### config.mk
export PLATFORM = sky130hd
export DESIGN_NAME = dcache_refill_ctrl_flat
export DESIGN_NICKNAME = d
export VERILOG_FILES = /design/src/rtl/dcache_refill_ctrl_if.sv /design/src/rtl/dcache_refill_ctrl.sv /design/src/flat_wrapper.sv
export SDC_FILE = /design/constraint.sdc
export NUM_CORES = 1
export LEC_CHECK = 0
export BUFFER_PORTS_ARGS = -buffer_cell sky130_fd_sc_hd__buf_4
export CAP_MARGIN = 5
export CORE_UTILIZATION = 50
export CTS_CLUSTER_SIZE = 14
export DETAILED_ROUTE_END_ITERATION = 8
export GPL_ROUTABILITY_DRIVEN = 0
export HOLD_SLACK_MARGIN = 0.06
export PLACE_DENSITY = 0.83
export SETUP_SLACK_MARGIN = 0.2
export SLEW_MARGIN = 25
export SYNTH_ARGS = -nofsm -noshare
export SYNTH_HDL_FRONTEND = slang
export SYNTH_SLANG_ARGS = --single-unit
export TNS_END_PERCENT = 1
### constraint.sdc
create_clock -name clk -period 7.5 [get_ports clk]
set_clock_uncertainty 0.2 [all_clocks]
set_input_delay 1.125 -clock clk [delete_from_list [all_inputs] [get_ports clk]]
set_output_delay 1.125 -clock clk [all_outputs]
set_load 0.01 [all_outputs]
### src/rtl/dcache_refill_ctrl_if.sv
// Main-memory request/acknowledge port of the data-cache refill controller.
// master: the refill controller issuing transactions; slave: the memory side.
interface dcache_refill_ctrl_if #(
  parameter int unsigned ADDR_W = 32,
  parameter int unsigned DATA_W = 32
);
  logic              mem_req;
  logic              mem_we;
  logic [ADDR_W-1:0] mem_addr;
  logic [DATA_W-1:0] mem_wdata;
  logic              mem_ack;
  logic [DATA_W-1:0] mem_rdata;

  modport master (
    output mem_req,
    output mem_we,
    output mem_addr,
    output mem_wdata,
    input  mem_ack,
    input  mem_rdata
  );

  modport slave (
    input  mem_req,
    input  mem_we,
    input  mem_addr,
    input  mem_wdata,
    output mem_ack,
    output mem_rdata
  );
endinterface

### src/rtl/dcache_refill_ctrl.sv
// Data-cache miss handler: optional dirty-victim writeback followed by an
// optional line fill over a req/ack memory port, with pipeline stall and
// saturating miss / writeback performance counters.
module dcache_refill_ctrl #(
  parameter int unsigned ADDR_W = 32,
  parameter int unsigned DATA_W = 32,
  parameter int unsigned CNT_W  = 16
) (
  input  logic              clk,
  input  logic              reset,
  input  logic              miss,
  input  logic              miss_rd,
  input  logic [ADDR_W-1:0] miss_addr,
  input  logic              wb_req,
  input  logic [ADDR_W-1:0] wb_addr,
  input  logic [DATA_W-1:0] wb_data,
  output logic              stall,
  output logic              fill_valid,
  output logic [ADDR_W-1:0] fill_addr,
  output logic [DATA_W-1:0] fill_data,
  input  logic              cnt_clr,
  output logic [CNT_W-1:0]  miss_cnt,
  output logic [CNT_W-1:0]  wb_cnt,
  dcache_refill_ctrl_if.master mem
);

  // S_GAP is the one idle-bus cycle separating the writeback from the read.
  typedef enum logic [2:0] {
    S_IDLE,
    S_WB,
    S_GAP,
    S_RD,
    S_FILL
  } state_t;

  state_t            state_q, state_d;
  logic [ADDR_W-1:0] miss_addr_q, miss_addr_d;
  logic              miss_rd_q, miss_rd_d;
  logic [ADDR_W-1:0] wb_addr_q, wb_addr_d;
  logic [DATA_W-1:0] wb_data_q, wb_data_d;
  logic [ADDR_W-1:0] fill_addr_q, fill_addr_d;
  logic [DATA_W-1:0] fill_data_q, fill_data_d;
  logic [CNT_W-1:0]  miss_cnt_q, miss_cnt_d;
  logic [CNT_W-1:0]  wb_cnt_q, wb_cnt_d;

  logic miss_accept;
  logic wb_done;

  // State and captured miss context; reset abandons any transaction in flight.
  always_ff @(posedge clk or posedge reset) begin
    if (reset) begin
      state_q     <= S_IDLE;
      miss_addr_q <= '0;
      miss_rd_q   <= 1'b0;
      wb_addr_q   <= '0;
      wb_data_q   <= '0;
      fill_addr_q <= '0;
      fill_data_q <= '0;
      miss_cnt_q  <= '0;
      wb_cnt_q    <= '0;
    end else begin
      state_q     <= state_d;
      miss_addr_q <= miss_addr_d;
      miss_rd_q   <= miss_rd_d;
      wb_addr_q   <= wb_addr_d;
      wb_data_q   <= wb_data_d;
      fill_addr_q <= fill_addr_d;
      fill_data_q <= fill_data_d;
      miss_cnt_q  <= miss_cnt_d;
      wb_cnt_q    <= wb_cnt_d;
    end
  end

  // Next-state, miss capture, fill capture and memory/cache-side outputs.
  always_comb begin
    state_d       = state_q;
    miss_addr_d   = miss_addr_q;
    miss_rd_d     = miss_rd_q;
    wb_addr_d     = wb_addr_q;
    wb_data_d     = wb_data_q;
    fill_addr_d   = fill_addr_q;
    fill_data_d   = fill_data_q;
    miss_accept   = 1'b0;
    wb_done       = 1'b0;
    stall         = 1'b1;
    fill_valid    = 1'b0;
    mem.mem_req   = 1'b0;
    mem.mem_we    = 1'b0;
    mem.mem_addr  = '0;
    mem.mem_wdata = '0;

    case (state_q)
      S_IDLE: begin
        stall = miss;
        if (miss) begin
          miss_accept = 1'b1;
          miss_addr_d = miss_addr;
          miss_rd_d   = miss_rd;
          wb_addr_d   = wb_addr;
          wb_data_d   = wb_data;
          if (wb_req)       state_d = S_WB;
          else if (miss_rd) state_d = S_RD;
          else              state_d = S_IDLE;
        end
      end
      S_WB: begin
        mem.mem_req   = 1'b1;
        mem.mem_we    = 1'b1;
        mem.mem_addr  = wb_addr_q;
        mem.mem_wdata = wb_data_q;
        if (mem.mem_ack) begin
          wb_done = 1'b1;
          state_d = miss_rd_q ? S_GAP : S_IDLE;
        end
      end
      S_GAP: begin
        state_d = S_RD;
      end
      S_RD: begin
        mem.mem_req  = 1'b1;
        mem.mem_addr = miss_addr_q;
        if (mem.mem_ack) begin
          fill_data_d = mem.mem_rdata;
          fill_addr_d = miss_addr_q;
          state_d     = S_FILL;
        end
      end
      S_FILL: begin
        fill_valid = 1'b1;
        state_d    = S_IDLE;
      end
      default: begin
        state_d = S_IDLE;
      end
    endcase
  end

  // Saturating performance counters; clear wins over a same-cycle increment.
  always_comb begin
    miss_cnt_d = miss_cnt_q;
    wb_cnt_d   = wb_cnt_q;
    if (cnt_clr) begin
      miss_cnt_d = '0;
      wb_cnt_d   = '0;
    end else begin
      if (miss_accept && (miss_cnt_q != '1)) miss_cnt_d = miss_cnt_q + 1'b1;
      if (wb_done && (wb_cnt_q != '1))       wb_cnt_d   = wb_cnt_q + 1'b1;
    end
  end

  assign fill_addr = fill_addr_q;
  assign fill_data = fill_data_q;
  assign miss_cnt  = miss_cnt_q;
  assign wb_cnt    = wb_cnt_q;

endmodule
### src/flat_wrapper.sv
// flat-port wrapper written by rule: the top's interface ports become plain ports
module dcache_refill_ctrl_flat 
#(
  parameter int unsigned ADDR_W = 32,
  parameter int unsigned DATA_W = 32,
  parameter int unsigned CNT_W  = 16
)
  (clk, reset, miss, miss_rd, miss_addr, wb_req, wb_addr, wb_data, stall, fill_valid, fill_addr, fill_data, cnt_clr, miss_cnt, wb_cnt, mem_mem_req, mem_mem_we, mem_mem_addr, mem_mem_wdata, mem_mem_ack, mem_mem_rdata);
  dcache_refill_ctrl_if #(.ADDR_W(ADDR_W), .DATA_W(DATA_W)) mem_i ();
  input  logic clk;
  input  logic reset;
  input  logic miss;
  input  logic miss_rd;
  input  logic [ADDR_W-1:0] miss_addr;
  input  logic wb_req;
  input  logic [ADDR_W-1:0] wb_addr;
  input  logic [DATA_W-1:0] wb_data;
  output logic stall;
  output logic fill_valid;
  output logic [ADDR_W-1:0] fill_addr;
  output logic [DATA_W-1:0] fill_data;
  input  logic cnt_clr;
  output logic [CNT_W-1:0] miss_cnt;
  output logic [CNT_W-1:0] wb_cnt;
  output wire logic [$bits(mem_i.mem_req)-1:0] mem_mem_req;
  output wire logic [$bits(mem_i.mem_we)-1:0] mem_mem_we;
  output wire logic [$bits(mem_i.mem_addr)-1:0] mem_mem_addr;
  output wire logic [$bits(mem_i.mem_wdata)-1:0] mem_mem_wdata;
  input wire logic [$bits(mem_i.mem_ack)-1:0] mem_mem_ack;
  input wire logic [$bits(mem_i.mem_rdata)-1:0] mem_mem_rdata;
  assign mem_mem_req = mem_i.mem_req;
  assign mem_mem_we = mem_i.mem_we;
  assign mem_mem_addr = mem_i.mem_addr;
  assign mem_mem_wdata = mem_i.mem_wdata;
  assign mem_i.mem_ack = mem_mem_ack;
  assign mem_i.mem_rdata = mem_mem_rdata;
  dcache_refill_ctrl #(.ADDR_W(ADDR_W), .DATA_W(DATA_W), .CNT_W(CNT_W)) u_core (.clk(clk), .reset(reset), .miss(miss), .miss_rd(miss_rd), .miss_addr(miss_addr), .wb_req(wb_req), .wb_addr(wb_addr), .wb_data(wb_data), .stall(stall), .fill_valid(fill_valid), .fill_addr(fill_addr), .fill_data(fill_data), .cnt_clr(cnt_clr), .miss_cnt(miss_cnt), .wb_cnt(wb_cnt), .mem(mem_i));
endmodule
==> results of run 1 <==
## metrics by stage
stage                util  power [W]
floorplan               -    0.00265
global placement    0.657    0.00343
detailed placement  0.659    0.00350
CTS                 0.695    0.00441
global route        0.695    0.00464
finish              0.695    0.00437
## worst max-delay path, delay by kind of cell (launching register included)
kind | cells | cell delay (ns)
flip-flops | 1 | 0.49
AND/OR/NAND/NOR | 2 | 1.00
AO/OA/AOI/OAI | 1 | 0.22
buffers and inverters | 2 | 0.49
## sequential cells by signal, indices dropped and copies added (netlist names)
register            cells
u_core.wb_cnt          16
u_core.wb_data_q       32
u_core.wb_addr_q       32
u_core.miss_rd_q        1
u_core.state_q          3
u_core.miss_addr_q     32
u_core.miss_cnt        16
u_core.fill_addr       32
u_core.fill_data       32
## area by class of cell
class                   count  area (µm²)  area share
repair buffers            306        2320       0.200
clock buffers              18         439      0.0378
inverters                   6        30.0     0.00259
clock inverters            14         153      0.0132
well taps                 220         275      0.0237
flip-flops and latches    196        4900       0.423
multi-input cells         604        3480       0.300
## layer usage
| layer | vias to the layer above | track usage | part of all wire |
|---|---|---|---|
| met3 | 41 | 0.0682 | 0.070 |
| met2 | 270 | 0.430 | 0.50 |
| met4 | 0 | 0.116 | 0.028 |
| met5 | - | 0 | 0 |
| met1 | 3483 | 0.316 | 0.40 |
| li1 | 3468 | - | - |
## power by group
part           switching [W]  internal [W]
logic               0.000865      0.000862
registers           0.000268       0.00148
clock network       0.000446      0.000456
total                0.00158       0.00279
## path summary, 6_finish.rpt
path | to | cells past startpoint | start | slack (ns)
min in group asynchronous | u_core.fill_data[0]$_DFFE_PP0P_ | 2 | reset | 0.66
worst max-delay path | mem_mem_addr[30] | 5 | u_core.state_q[2]$_DFFE_PP0P_ | 3.52
worst max register to register | u_core.fill_data[16]$_DFFE_PP0P_ | 7 | u_core.state_q[0]$_DFFE_PP0P_ | 4.58
worst min-delay path | u_core.wb_data_q[3]$_DFFE_PP0P_ | 2 | u_core.wb_data_q[3]$_DFFE_PP0P_ | 0.27
worst min register to register | u_core.wb_data_q[3]$_DFFE_PP0P_ | 2 | u_core.wb_data_q[3]$_DFFE_PP0P_ | 0.27
max in group asynchronous | u_core.fill_data[24]$_DFFE_PP0P_ | 3 | reset | 5.25
## kinds of logic after synthesis
group / share of synthesized area
flip-flops: 0.571
adder cells (fa/ha/maj): 0.00291
AND/OR/NAND/NOR: 0.232
AO/OA/AOI/OAI: 0.0743
buffers and inverters: 0.0262
multiplexers: 0.0941
## cells in the final DEF (no fill, tap or decap), drive strengths merged
master,netlist,final
a211oi,3,3
a21oi,24,24
a221oi,2,2
a22o,32,32
a31oi,1,1
and2,8,8
and3,35,35
and4,5,5
and4bb,1,1
buf,14,306
clkbuf,36,18
clkinv,1,7
dfrtp,196,196
ha,2,2
inv,5,13
mux2,70,70
mux2i,2,2
nand2,309,309
nand2b,1,1
nand3,17,17
nand4,10,10
nor2,14,14
nor2b,7,7
nor3,8,8
nor3b,1,1
nor4,3,3
nor4b,2,2
o211a,1,1
o21a,2,2
o21ai,8,8
o311ai,1,1
o31a,2,2
o31ai,11,11
o41ai,2,2
or2,1,1
or3,8,8
or4,9,9
or4b,2,2
==> impl_metrics.csv, run 1 <==
group,metric,value,unit
timing,period_share,0.530,
grt,grt_pass1_vias,7021,
worst_setup_path,start_kind,"flop",
timing,rsz0062_at_grt,"no",
min_path,hold_path.class,"flop to flop",
routing,dr.first_iter.drc_count,420,
clock_tree,tritoncts,"yes",
clock_tree,worstSkewPairLatency,0.43,ns
routing,via_count,7262,
worst_setup_path,critPathRequiredTime,6.17,ns
logic_synthesis,ys_seq_area_frac,0.571,
routing,drc,0,
logic_synthesis,synth-edff-count,0,
clock_tree,clock_tree.buffer_depth,2,
logic_synthesis,ys_ff_latch,196,
clock_tree,clockRootBuffer,"clkbuf_16",
power,ir_worst_vdd,0.193,mV
routing,routed_wl,22600,µm
power,leakagePower,6.06,nW
worst_setup_path,cp_slowest_stage_delay,0.58,ns
logic_synthesis,ys.flop_type,"dfrtp_1",
grt,track_usage,0.259,
grt,overflow,0,
clock_tree,cts_setup_buffers,0,
logic_synthesis,syn_inst,856,
cells_and_area,final_nets,1268,
grt,grt_max_degree,119,
power,p_per_area,377,nW/µm²
die,placementRows,47,
cells_and_area,drive_gt1_frac,0.358,
logic_synthesis,yosys_warnings,0,
logic_synthesis,synthTopCellsByArea,"dfrtp_1 (57%), nand2_1 (13%), mux2_2 (8.3%)",
timing,relSlewSlack,0.387,
timing,tightest_slew,0.920,ns
grt,grt_pass1_wl,35800,µm
logic_synthesis,synth_fp_nets,993,
place,dp_slack,3.96,ns
job,cap_violations,0,
logic_synthesis,synth_top_area_cell,"dfrtp_1",
place,place_area,11000,µm²
worst_setup_path,end_kind,"primary output",
timing,drv_slew,0,
place,port_buffers,298,
timing,final.setup.tns,0,ns
die,chipHeight,133,µm
worst_setup_path,cp_cell_sequence,"nor2_4 > and2_1 > buf_4 > a22o_1 > buf_4",
clock_tree,htreeDepth,4,
worst_setup_path,crit_path_frequent_cell,"buf_4",
timing,setup_ws,3.52,ns
routing,dr.pass1.iters,5,
logic_synthesis,synthArstFlopShare,1.00,
cells_and_area,fin_cells,1364,
clock_tree,cts_resized,0,
die,start_util,0.514,
place,place_inst,1332,
routing,viasPerCell,5.32,
timing,min_period,3.98,ns
clock_tree,cts_buffers,17,
logic_synthesis,synth_top_area_frac,0.571,
worst_setup_path,critical_path_class,"flop to primary output",
clock_tree,cts_hold_buf,0,
logic_synthesis,synth_common_cells,"nand2_1 (309), dfrtp_1 (196), mux2_2 (63)",
grt,antenna_found_initial,0,
clock_tree,clock-sinks,196,
timing,hold_viol,0,
logic_synthesis,ys_types,43,
timing,max_freq,0.252,GHz
cells_and_area,syn2layout_area_growth,35.1,%
worst_setup_path,cpMaxStageDelayCell,"nor2_4",
cells_and_area,design_area,11600,µm²
logic_synthesis,syn_area,8590,µm²
die,die_x,133,µm
cells_and_area,n_fill_cell,1298,
place,dp_hpwl,15600,µm
clock_tree,cts.clk_slew.worst_paths,0.07,ns
worst_setup_path,path_max_fanout,36,
routing,wire_per_inst,16.6,µm
die,io_pins,299,
die,core,16700,µm²
timing,hold-worst-slack,0.268,ns
timing,setup_viol,0,
die,dieArea,17700,µm²
cells_and_area,n_antenna_cell,0,
status,status,"completed",
logic_synthesis,yosysMostFrequentCell,"nand2_1",
routing,final_antenna_net_count,0,
worst_setup_path,cp.arrival,2.65,ns
logic_synthesis,syn_avg_cell_area,10.0,µm²
Note: power is estimated with default switching activity, not from simulation.
==> inputs of run 2 (changes only) <==
--- a/config.mk
+++ b/config.mk
@@ -7,12 +7,12 @@
 export LEC_CHECK = 0
 export BUFFER_PORTS_ARGS = -buffer_cell sky130_fd_sc_hd__buf_4
 export CAP_MARGIN = 5
-export CORE_UTILIZATION = 50
+export CORE_UTILIZATION = 45
 export CTS_CLUSTER_SIZE = 14
 export DETAILED_ROUTE_END_ITERATION = 8
 export GPL_ROUTABILITY_DRIVEN = 0
 export HOLD_SLACK_MARGIN = 0.06
-export PLACE_DENSITY = 0.83
+export PLACE_DENSITY = 0.79
 export SETUP_SLACK_MARGIN = 0.2
 export SLEW_MARGIN = 25
 export SYNTH_ARGS = -nofsm -noshare
==> constraint.sdc (replaced) <==
create_clock -name clk -period 3.5 [get_ports clk]
set_clock_uncertainty 0.2 [all_clocks]
set_input_delay 0.525 -clock clk [delete_from_list [all_inputs] [get_ports clk]]
set_output_delay 0.525 -clock clk [all_outputs]
set_load 0.01 [all_outputs]
==> run 2 against run 1 <==
Compared with the run above: power is 110% higher; core utilization shrank 7.1 points; combinational power increased by 110%; flip-flop and latch count is the same; critical endpoint is now mem_mem_addr[28]; largest power group unchanged; die area grew 11%; count of clock-buffer cells in the layout unchanged; sequential share of layout area decreased by 0.27 points; setup slack lost 2.9 ns; design area rose by 0.64%; first-iteration DRC count down 20%; sequential power grew 110%.
==> impl_metrics.csv, run 2 (same netlist as run 1, synthesis figures left out) <==
group,metric,value,unit
worst_setup_path,end_kind,"primary output",
routing,dr.pass1.iters,5,
grt,grt_max_degree,84,
cells_and_area,mostFrequentLayoutCells,"buf_4 (309), nand2_1 (308), dfrtp_1 (196)",
worst_setup_path,rrSetupSlack,0.88,ns
routing,viasPerCell,5.33,
routing,routed_wl,22900,µm
grt,grt_pass1_wl,37000,µm
clock_tree,clock-sinks,196,
place,place_inst,1352,
clock_tree,clock_tree.buffer_depth,2,
cells_and_area,final_nets,1274,
worst_setup_path,cp.arrival,2.18,ns
worst_setup_path,crit_buf_inv,2,
worst_setup_path,crit_path_frequent_cell,"buf_4",
clock_tree,worstSkewPairLatency,0.42,ns
power,p_sw,0.00335,W
clock_tree,htreeDepth,4,
worst_setup_path,cp_slowest_stage_delay,0.49,ns
die,placementRows,50,
cells_and_area,drive_gt1_frac,0.361,
cells_and_area,multiInputGateArea,3480,µm²
grt,grt_pass1_vias,7321,
timing,max_freq,0.344,GHz
routing,via_count,7374,
routing,final_antenna_net_count,0,
die,start_util,0.459,
timing,relSlewSlack,0.406,
cells_and_area,final_common_cell,"buf_4",
clock_tree,cts_resized,0,
timing,tightest_slew,0.889,ns
worst_setup_path,r2r-end,"u_core.miss_cnt[0]$_DFFE_PP0P_",
routing,wire_per_inst,16.6,µm
die,io_pins,299,
place,dp_hpwl,16200,µm
timing,final.setup.tns,0,ns
timing,drv_slew,0,
power,leakagePower,6.08,nW
clock_tree,cts_setup_buffers,0,
place,port_buffers,298,
clock_tree,clockRootBuffer,"clkbuf_16",
die,dieArea,19700,µm²
status,status,"completed",
worst_setup_path,crit_cells,5,
power,switching_share,0.357,
power,ir_worst_vdd,0.384,mV
routing,drc,0,
cells_and_area,n_fill_cell,1521,
min_path,hold_path.class,"input port to asynchronous set/reset pin",
routing,dr.first_iter.drc_count,337,
timing,min_period,2.90,ns
worst_setup_path,critical_path_class,"flop to primary output",
grt,track_usage,0.239,
job,cap_violations,0,
cells_and_area,fin_cells,1384,
power,intPower,0.00604,W
die,core,18700,µm²
grt,overflow,0,
worst_setup_path,ff2ff_path_depth,4,
timing,rsz0062_at_grt,"no",
cells_and_area,n_antenna_cell,0,
timing,period_share,0.830,
power,seqPwrFrac,0.398,
clock_tree,cts_hold_buf,0,
worst_setup_path,r2r_start,"u_core.state_q[2]$_DFFE_PP0P_",
power,comb_power_share,0.394,
clock_tree,tritoncts,"yes",
worst_setup_path,start_kind,"flop",
timing,setup_viol,0,
worst_setup_path,cp_cell_sequence,"nor2b_1 > and2_1 > buf_4 > a22o_1 > buf_4",
clock_tree,cts_buffers,17,
cells_and_area,seq_area,4900,µm²
power,p_per_area,804,nW/µm²
timing,hold_viol,0,
worst_setup_path,cpMaxStageDelayCell,"dfrtp_1",
grt,antenna_found_initial,0,
die,die_x,140,µm
worst_setup_path,critPathRequiredTime,2.77,ns
worst_setup_path,path_max_fanout,26,
die,chipHeight,140,µm
worst_setup_path,crit_family,"simple AND/OR/NAND/NOR gates",
cells_and_area,fin_util,0.624,
cells_and_area,syn2layout_area_growth,36.0,%
power,pwr-share-clk,0.208,
clock_tree,cts.clk_slew.worst_paths,0.07,ns
==> run 2: per-stage QoR <==
stage                     power (W)  worst slack, ns  hold WS [ns]  cell area (µm²)
after global placement      0.00740            0.827         0.251            11100
after detailed placement    0.00752            0.821         0.254            11100
after CTS                   0.00950            0.549        0.0623            11700
final                       0.00939            0.596        0.0834            11700
after floorplan             0.00569            0.243         0.237             8600
after global routing         0.0100            0.421        0.0655            11700
==> run 2: layout make-up <==
cell class,instances,share of cell area
clock inverter,14,0.0145
tap,234,0.0251
inverter,6,0.00225
multi-input combinational,604,0.298
clock buffer,18,0.0367
timing repair buffer,312,0.204
sequential,196,0.420
==> run 2: how the worst max path moves through the flow <==
stage / end / start
2_1_floorplan: u_core.fill_addr[0]$_DFFE_PP0P_ / reset
3_3_place_gp: u_core.miss_cnt[0]$_DFFE_PP0P_ / miss
3_5_place_dp: u_core.miss_cnt[0]$_DFFE_PP0P_ / miss
4_1_cts: mem_mem_addr[15] / u_core.state_q[2]$_DFFE_PP0P_
5_1_grt: mem_mem_addr[28] / u_core.state_q[2]$_DFFE_PP0P_
6_report: mem_mem_addr[28] / u_core.state_q[2]$_DFFE_PP0P_
==> run 2: power by group through the flow <==
stage | Sequential (W) | Clock [W] | Combinational (W)
after floorplan | 0.00378 | 0 | 0.00191
after global placement | 0.00374 | 0 | 0.00366
after detailed placement | 0.00377 | 0 | 0.00374
after CTS | 0.00374 | 0.00201 | 0.00376
after global routing | 0.00384 | 0.00209 | 0.00408
final | 0.00374 | 0.00195 | 0.00370
==> run 2: per-layer routing <==
metal,share of wire,GRT usage,vias to the layer above
met5,0,0,-
met4,0.033,0.115,0
met3,0.064,0.0578,48
met2,0.49,0.392,287
met1,0.41,0.298,3566
li1,-,-,3473
==> run 2: worst reg2reg max path: stages, from the launching register on <==
cell and delay [ns]:
dfrtp_1 0.49, or4b_4 0.87, buf_4 0.42, or3_1 0.42
a21oi_1 0.15
